**config.mk**
```make
export PLATFORM = sky130hd
export DESIGN_NAME = shift_sequencer_flat
export DESIGN_NICKNAME = d
export VERILOG_FILES = /design/src/rtl/shift_sequencer_if.sv /design/src/rtl/shift_sequencer.sv /design/src/flat_wrapper.sv
export SDC_FILE = /design/constraint.sdc
export NUM_CORES = 1
export LEC_CHECK = 0
export CAP_MARGIN = 5
export CORE_MARGIN = 2
export CORE_UTILIZATION = 40
export CTS_BUF_LIST = sky130_fd_sc_hd__clkbuf_8
export CTS_CLUSTER_DIAMETER = 100
export DETAILED_ROUTE_END_ITERATION = 8
export GPL_TIMING_DRIVEN = 0
export PLACE_DENSITY_LB_ADDON = 0.08
export SLEW_MARGIN = 20
export SYNTH_ARGS = -nofsm -noshare
export SYNTH_HDL_FRONTEND = slang
export SYNTH_SLANG_ARGS = --single-unit
```
**constraint.sdc**
```tcl
create_clock -name clk_i -period 3.1 [get_ports clk_i]
set_input_delay 0.31 -clock clk_i [delete_from_list [all_inputs] [get_ports clk_i]]
set_output_delay 0.31 -clock clk_i [all_outputs]
set_load 0.05 [all_outputs]
```
**src/rtl/shift_sequencer_if.sv**
```systemverilog
// Request/response bundle between the CPU control unit and the shift sequencer.
// The master drives the request; the slave (sequencer) returns status and result.
interface shift_sequencer_if;
   logic       start;
   logic [7:0] data1;
   logic [7:0] data2;
   logic [3:0] select;
   logic       busy;
   logic       done;
   logic [7:0] result;
   logic       error;

   modport master (
      output start, data1, data2, select,
      input  busy, done, result, error
   );

   modport slave (
      input  start, data1, data2, select,
      output busy, done, result, error
   );
endinterface

```
**src/rtl/shift_sequencer.sv**
```systemverilog
// Multi-cycle 8-bit shift controller: latches one request and applies the shift
// in steps of at most MaxStep positions per cycle, then pulses done.
module shift_sequencer #(
   parameter int unsigned MaxStep = 7
) (
   input logic                clk_i,
   input logic                rst_ni,
   shift_sequencer_if.slave   bus
);

   typedef enum logic {StIdle, StRun} state_e;

   localparam logic [3:0] StepMax = 4'(MaxStep);

   state_e     state_q, state_d;
   logic [7:0] acc_q, acc_d;
   logic [3:0] rem_q, rem_d;
   logic [3:0] op_q, op_d;
   logic [7:0] result_q, result_d;
   logic       done_q, done_d;
   logic       error_q, error_d;

   logic [3:0]  step;
   logic [3:0]  eff_amt;
   logic [7:0]  shifted;
   logic [15:0] rot;
   logic        op_ok;

   assign op_ok = (op_q[3:2] == 2'b01);
   assign step  = (rem_q < StepMax) ? rem_q : StepMax;
   assign rot   = {acc_q, acc_q} >> step;

   // Amounts beyond 8 saturate for shifts; rotates only care about the low 3 bits.
   always_comb begin
      eff_amt = 4'd0;
      case (bus.select)
         4'b0100, 4'b0101, 4'b0111: eff_amt = (bus.data2 > 8'd8) ? 4'd8 : bus.data2[3:0];
         4'b0110:                   eff_amt = {1'b0, bus.data2[2:0]};
         default:                   eff_amt = 4'd0;
      endcase
   end

   always_comb begin
      shifted = acc_q;
      case (op_q)
         4'b0100: shifted = acc_q >> step;
         4'b0101: shifted = acc_q << step;
         4'b0110: shifted = rot[7:0];
         4'b0111: shifted = $signed(acc_q) >>> step;
         default: shifted = acc_q;
      endcase
   end

   always_comb begin
      state_d  = state_q;
      acc_d    = acc_q;
      rem_d    = rem_q;
      op_d     = op_q;
      result_d = result_q;
      done_d   = 1'b0;
      error_d  = error_q;
      case (state_q)
         StIdle: begin
            if (bus.start) begin
               acc_d   = bus.data1;
               op_d    = bus.select;
               rem_d   = eff_amt;
               error_d = 1'b0;
               state_d = StRun;
            end
         end
         StRun: begin
            acc_d = shifted;
            rem_d = rem_q - step;
            if (rem_q == step) begin
               state_d  = StIdle;
               done_d   = 1'b1;
               result_d = op_ok ? shifted : 8'h00;
               error_d  = ~op_ok;
            end
         end
         default: state_d = StIdle;
      endcase
   end

   always_ff @(posedge clk_i or negedge rst_ni) begin
      if (!rst_ni) begin
         state_q  <= StIdle;
         acc_q    <= 8'h00;
         rem_q    <= 4'd0;
         op_q     <= 4'd0;
         result_q <= 8'h00;
         done_q   <= 1'b0;
         error_q  <= 1'b0;
      end else begin
         state_q  <= state_d;
         acc_q    <= acc_d;
         rem_q    <= rem_d;
         op_q     <= op_d;
         result_q <= result_d;
         done_q   <= done_d;
         error_q  <= error_d;
      end
   end

   assign bus.busy   = (state_q == StRun);
   assign bus.done   = done_q;
   assign bus.result = result_q;
   assign bus.error  = error_q;

endmodule

```
**src/flat_wrapper.sv**
```systemverilog
// flat-port wrapper written by rule: the top's interface ports become plain ports
module shift_sequencer_flat 
#(
   parameter int unsigned MaxStep = 7
)
  (clk_i, rst_ni, bus_start, bus_data1, bus_data2, bus_select, bus_busy, bus_done, bus_result, bus_error);
  shift_sequencer_if bus_i ();
  input logic clk_i;
  input logic rst_ni;
  input wire logic [$bits(bus_i.start)-1:0] bus_start;
  input wire logic [$bits(bus_i.data1)-1:0] bus_data1;
  input wire logic [$bits(bus_i.data2)-1:0] bus_data2;
  input wire logic [$bits(bus_i.select)-1:0] bus_select;
  output wire logic [$bits(bus_i.busy)-1:0] bus_busy;
  output wire logic [$bits(bus_i.done)-1:0] bus_done;
  output wire logic [$bits(bus_i.result)-1:0] bus_result;
  output wire logic [$bits(bus_i.error)-1:0] bus_error;
  assign bus_i.start = bus_start;
  assign bus_i.data1 = bus_data1;
  assign bus_i.data2 = bus_data2;
  assign bus_i.select = bus_select;
  assign bus_busy = bus_i.busy;
  assign bus_done = bus_i.done;
  assign bus_result = bus_i.result;
  assign bus_error = bus_i.error;
  shift_sequencer #(.MaxStep(MaxStep)) u_core (.clk_i(clk_i), .rst_ni(rst_ni), .bus(bus_i));
endmodule
```
==> results of run 1 <==
[cells in the final DEF (no fill, tap or decap), drive strengths merged, types with 3 or more instances in the layout]
| master | synthesis | final |
|---|---|---|
| nand2 | 35 | 35 |
| nand2b | 8 | 8 |
| nand3 | 12 | 12 |
| nor2 | 18 | 18 |
| o21ai | 25 | 25 |
| nor2b | 3 | 3 |
| a211oi | 5 | 5 |
| buf | 11 | 12 |
| mux4 | 6 | 6 |
| nor4 | 3 | 3 |
| nor3 | 3 | 3 |
| a21oi | 19 | 19 |
| clkdlybuf4s50 | 0 | 32 |
| mux2i | 8 | 8 |
| a21o | 3 | 3 |
| a31oi | 6 | 6 |
| mux2 | 5 | 5 |
| inv | 6 | 6 |
| dfrtp | 27 | 27 |
| clkbuf | 16 | 19 |
| o31ai | 3 | 3 |
| or2 | 5 | 5 |
[per-stage QoR]
stage | utilization | setup slack, ns | hold WS (ns)
6_report | 0.499 | 0.198 | 0.0267
5_1_grt | 0.499 | 0.0461 | 0.0724
4_1_cts | 0.499 | 0.201 | 0.0591
3_5_place_dp | 0.490 | 0.239 | 0.367
3_3_place_gp | 0.491 | 0.229 | 0.472
2_1_floorplan | - | 0.676 | 0.0144
[routing by layer]
| layer | up-vias | GRT usage | share of wire |
|---|---|---|---|
| met5 | - | 0 | 0 |
| met4 | 0 | 0.0729 | 0.025 |
| met3 | 19 | 0.0271 | 0.081 |
| met2 | 135 | 0.405 | 0.48 |
| met1 | 1132 | 0.318 | 0.42 |
| li1 | 1078 | - | - |
[layout make-up]
class / count / area share
Clock buffer: 3 / 0.0149
Tap cell: 72 / 0.0326
Buffer: 27 / 0.0733
Multi-Input combinational cell: 210 / 0.505
Clock inverter: 1 / 0.00272
Inverter: 7 / 0.00951
Timing Repair Buffer: 33 / 0.118
Sequential cell: 27 / 0.244
[power by group]
part	switching (W)	leakage (nW)	total (W)	internal (W)
Clock	0.000126	0.0217	0.000218	0.0000917
Sequential	0.000139	0.348	0.000633	0.000494
Combinational	0.00113	0.748	0.00186	0.000731
Total	0.00139	1.12	0.00271	0.00132
[path summary, 6_finish.rpt]
check / endpoint / depth (start not counted) / slack, ns / start
worst max register to register: u_core.bus.result[6] / 10 / 0.20 / u_core.rem_q[1]
max in group asynchronous: u_core.acc_q[5] / 1 / 2.67 / rst_ni
min in group clk_i: u_core.bus.result[5] / 2 / 0.50 / u_core.bus.result[5]
worst max-delay path: u_core.bus.result[6] / 10 / 0.20 / u_core.rem_q[1]
worst min-delay path: u_core.acc_q[0] / 1 / 0.03 / rst_ni
worst min register to register: u_core.bus.result[5] / 2 / 0.50 / u_core.bus.result[5]
[flip-flops by register name, indices dropped and copies added (netlist names)]
signal / count
u_core.bus.result: 8
u_core.bus.done: 1
u_core.rem_q: 4
u_core.bus.error: 1
u_core.acc_q: 8
u_core.op_q: 4
u_core.bus.busy: 1
[worst max-delay path: stages (launching register included)]
cell and delay [ns]:
dfrtp_1 0.35, clkbuf_8 0.15, clkbuf_1 0.44, clkbuf_1 0.40, nand2b_1 0.17, ha_1 0.19
nand2_1 0.07, or2_2 0.29, buf_2 0.18, clkinv_1 0.19, mux2_2 0.36
[cells by family after synthesis]
logic type	Yosys count
and+or+nand+nor	100
AOI/OAI and AO/OA	89
buffers and inverters	34
DFF	27
muxes	19
xor gates and xnor gates	1
adders and majority gates	1
[Yosys cell counts (3+ instances only)]
library cell,number
a21oi_1,19
o21ai_1,3
nand3_1,12
o21ai_0,22
nor3_1,3
mux4_1,3
clkbuf_1,10
mux4_2,3
buf_2,5
o31ai_1,3
nor2_1,16
clkbuf_8,6
nand2b_1,8
a31oi_1,6
a211oi_1,5
mux2_2,4
inv_1,6
buf_4,5
dfrtp_1,27
nand2_1,35
mux2i_1,8
nor4_1,3
==> metrics.txt, run 1 <==
max-cap violations 0; Die Wd 79.8 µm; FF/Latch Area 676 µm²; Via density 6.22; Post-Synth XOR/XNOR Area 0.00381; Crit Path Class reg2reg; Critical Path Fanout Max 10; first-pass GRT wire length 11,600 µm; f_max 0.345 GHz; Synth Flop Type dfrtp_1; status finished clean; CP arrival 3.08 ns; share of layout cells above drive strength 1 0.130; via count 2,364; post-synthesis sequential area ratio 0.294; yosys warns 0; EDFF count, synth 0; Cell Pwr Density 981 mW/mm²; Fill cells 556; Starting Density 0.415; post-route cell area 0.00276 mm²; Synth Instances 271; clock-pin slew on the worst setup and hold paths 0.11 ns; # IOs 34; Synth Area per Inst 8.49 µm²; antenna viol nets, final 0; Post-DP Area 0.00272 mm²; Syn Nets 295; area fraction in and, or, nand and nor cells after synthesis 0.220; setup TNS 0 ns; Clock Path Buffers 2; Clk Latency, worst-skew pair 0.29 ns; relative slew slack 0.330; GRT overflow 0; row cnt 27; largest family of logic cells by synthesized area compound AO/OA/AOI/OAI gates; Slew @ Worst Pin 0.992 ns; mapped cell area 0.00230 mm²; largest net degree at the start of global routing 28; final hold vios 0; Pleak 1.12 nW; Tcrit/Tclk final 0.936; Synth Area in Compound Gates 0.253; Num CTS Buffers 3; RSZ-0062 raised after global routing false; Async S/R FF share, synth 1.00; WL per Instance 18.9 µm; mux share of post-synthesis cell area 0.125; core box area 0.00554 mm²; CP Capture Type flip-flop; Die H 79.8 µm; Worst Skew 0.00865 ns; All-Layer GR Usage 0.238; # placed instances 376; Worst setup SP type flip-flop; P&R area growth vs syn 20.2%; Die Area 0.00637 mm²; Seq cells post-synth 27; Post-CTS Setup Inserts 0; multi-input gate area in the final layout 0.00140 mm²; post-cts sizing count 0; DRT Pass-1 Iters 8; Slew Viols, Final 0; cell taking the most area after synthesis dfrtp_1; Worst VDD drop 0.000444 V; hold crit path type in2async; synth top area cells dfrtp_1, nand2_1, o21ai_0; Final Wtd Congestion 0.966; CTS tree built; Yosys top cell area share 0.294; Nets 333; Clock Sinks 27; Layout Cells excl Fill 380; Post-CTS Hold Buffers 0; initial antenna violation count 0; Worst Path Required 3.28 ns; # port buffers 33; total power 0.00271 W; area share of fa/ha/maj cells after synthesis 0.00544; clock root cell clkbuf_8; final setup violation count 0; n_diodes 0; Post-DP HPWL 5310 µm; Synth cell types 67; Initial DRC Count 264; Post-Route WL 7190 µm; post-layout min period 2.90 ns; # H-tree levels 1; vias in the first global route 2,227; DRC viols 0
(Power assumes the default switching activity.)
==> run 2: changes to the inputs <==
--- a/config.mk
+++ b/config.mk
@@ -6,7 +6,7 @@
 export NUM_CORES = 1
 export LEC_CHECK = 0
 export CAP_MARGIN = 5
-export CORE_MARGIN = 2
+export CORE_MARGIN = 1
 export CORE_UTILIZATION = 40
 export CTS_BUF_LIST = sky130_fd_sc_hd__clkbuf_8
 export CTS_CLUSTER_DIAMETER = 100
==> run 2 against run 1 <==
Against the previous run:
- wire length fell by 0.47%
- final cell count did not move
- global-route usage increased by 1.1 points
- critical path type unchanged
- first-iteration DRC count is 3.0% lower
- clock skew increased by 0.0039 ns
- hold slack worse by 0.0010 ns
==> metrics.txt, run 2 (synthesized netlist as in run 1, its figures left out) <==
status finished clean; P&R area growth vs syn 20.2%; CTS tree built; Fill cells 560; Post-Route WL 7150 µm; Final Wtd Congestion 0.926; final hold vios 0; Via density 6.06; Pleak 1.12 nW; delay-heaviest family, CP buffers and inverters; Reg power frac 0.235; critical path's slowest cell clkbuf_1; Clock Sinks 27; n_diodes 0; clock-pin slew on the worst setup and hold paths 0.11 ns; largest net degree at the start of global routing 28; # IOs 34; post-layout min period 2.87 ns; Setup WS pre-CTS 0.290 ns; row cnt 27; WL per Instance 18.8 µm; Post-CTS Setup Inserts 0; clock share of power 0.080; switch share 0.514; FF/Latch Area 676 µm²; Post-DP HPWL 5290 µm; Worst setup SP type flip-flop; Die H 77.8 µm; highest routed layer met4; relative slew slack 0.392; RSZ-0062 raised after global routing false; post-cts sizing count 0; DRT Pass-1 Iters 6; Clk Latency, worst-skew pair 0.29 ns; Slew Viols, Final 0; hold crit path type in2async; All-Layer GR Usage 0.250; Nets 333; most common cell after layout, fill and taps aside nand2_1; CP peak stage delay 0.44 ns; met3 WL 324 µm; met2 routed WL 3400 µm; Worst VDD drop 0.000515 V; Worst Path Required 3.29 ns; final setup violation count 0; clock root cell clkbuf_8; Met1 Wirelength 3300 µm; antenna viol nets, final 0; multi-input gate area in the final layout 0.00140 mm²; core box area 0.00554 mm²; # port buffers 33; Critical Path Fanout Max 10; Slew @ Worst Pin 0.900 ns; P_int 0.00132 W; Psw 0.00139 W; Die Area 0.00606 mm²; Crit Path Class reg2reg; Buffers & Inverters on Critical Path 5; via count 2,301; most frequent CP cell clkbuf_1; DRC viols 0; initial antenna violation count 0; Cell Pwr Density 980 mW/mm²; most frequent cells in the layout nand2_1, clkdlybuf4s50_1, dfrtp_1; Comb power frac 0.684; max-cap violations 0; Die Wd 77.8 µm; first-pass GRT wire length 11,700 µm; Num CTS Buffers 3; CP cell instances clkbuf_8, clkbuf_1, clkbuf_1, nand2b_1, ha_1, nand2_1, or2_2, buf_2, clkinv_1, mux2_2; CP Capture Type flip-flop; CP arrival 3.05 ns; # H-tree levels 1; Clock Path Buffers 2; Initial DRC Count 256; Worst Skew 0.0126 ns; share of layout cells above drive strength 1 0.130; Post-CTS Hold Buffers 0; vias in the first global route 2,204; Starting Density 0.415; Tcrit/Tclk final 0.925; GRT overflow 0; setup TNS 0 ns; f_max 0.349 GHz; PnR worst setup slack 0.234 ns
-- run 2: cell counts in the layout (fill, tap and decap cells not counted) --
No cell type changed its count.
-- run 2: metal layers --
metal,vias to the layer above,global-route usage
met5,-,0
met4,0,0.0698
met3,15,0.0294
met2,95,0.412
met1,1109,0.343
li1,1082,-
-- run 2: power groups by stage --
| stage | Sequential [W] | Clock, W | Combinational (W) |
|---|---|---|---|
| after global placement | 0.000635 | 0 | 0.00184 |
| after detailed placement | 0.000640 | 0 | 0.00182 |
| after CTS | 0.000633 | 0.000219 | 0.00182 |
| after floorplan | 0.000787 | 0 | 0.00114 |
| final | 0.000638 | 0.000218 | 0.00185 |
| after global routing | 0.000655 | 0.000235 | 0.00200 |
-- run 2: cell type report --
class                   instances  area share
flip-flops and latches         27       0.244
multi-input cells             210       0.505
clock inverters                 1     0.00272
plain buffers                  27      0.0733
inverters                       7     0.00951
clock buffers                   3      0.0149
repair buffers                 33       0.118
well taps                      72      0.0326
-- run 2: per-stage QoR --
stage                     utilization  cells  hold WS, ns  cell area (µm²)  total power (W)
after floorplan                     -    271       0.0144             2300          0.00193
after global placement          0.491    376        0.472             2720          0.00247
after detailed placement        0.490    376        0.358             2720          0.00246
after CTS                       0.499    380       0.0513             2760          0.00268
after global routing            0.499    380       0.0663             2760          0.00289
final                           0.499    380       0.0257             2760          0.00271
-- run 2: final timing paths --
check                                     startpoint                   end  slack, ns  depth (start not counted)
worst max-delay path                 u_core.rem_q[1]  u_core.bus.result[4]       0.23                         10
worst min register to register  u_core.bus.result[2]  u_core.bus.result[2]       0.50                          2
min in group clk_i              u_core.bus.result[2]  u_core.bus.result[2]       0.50                          2
worst min-delay path                          rst_ni        u_core.op_q[2]       0.03                          1
worst max register to register       u_core.rem_q[1]  u_core.bus.result[4]       0.23                         10
max in group asynchronous                     rst_ni       u_core.acc_q[5]       2.66                          1
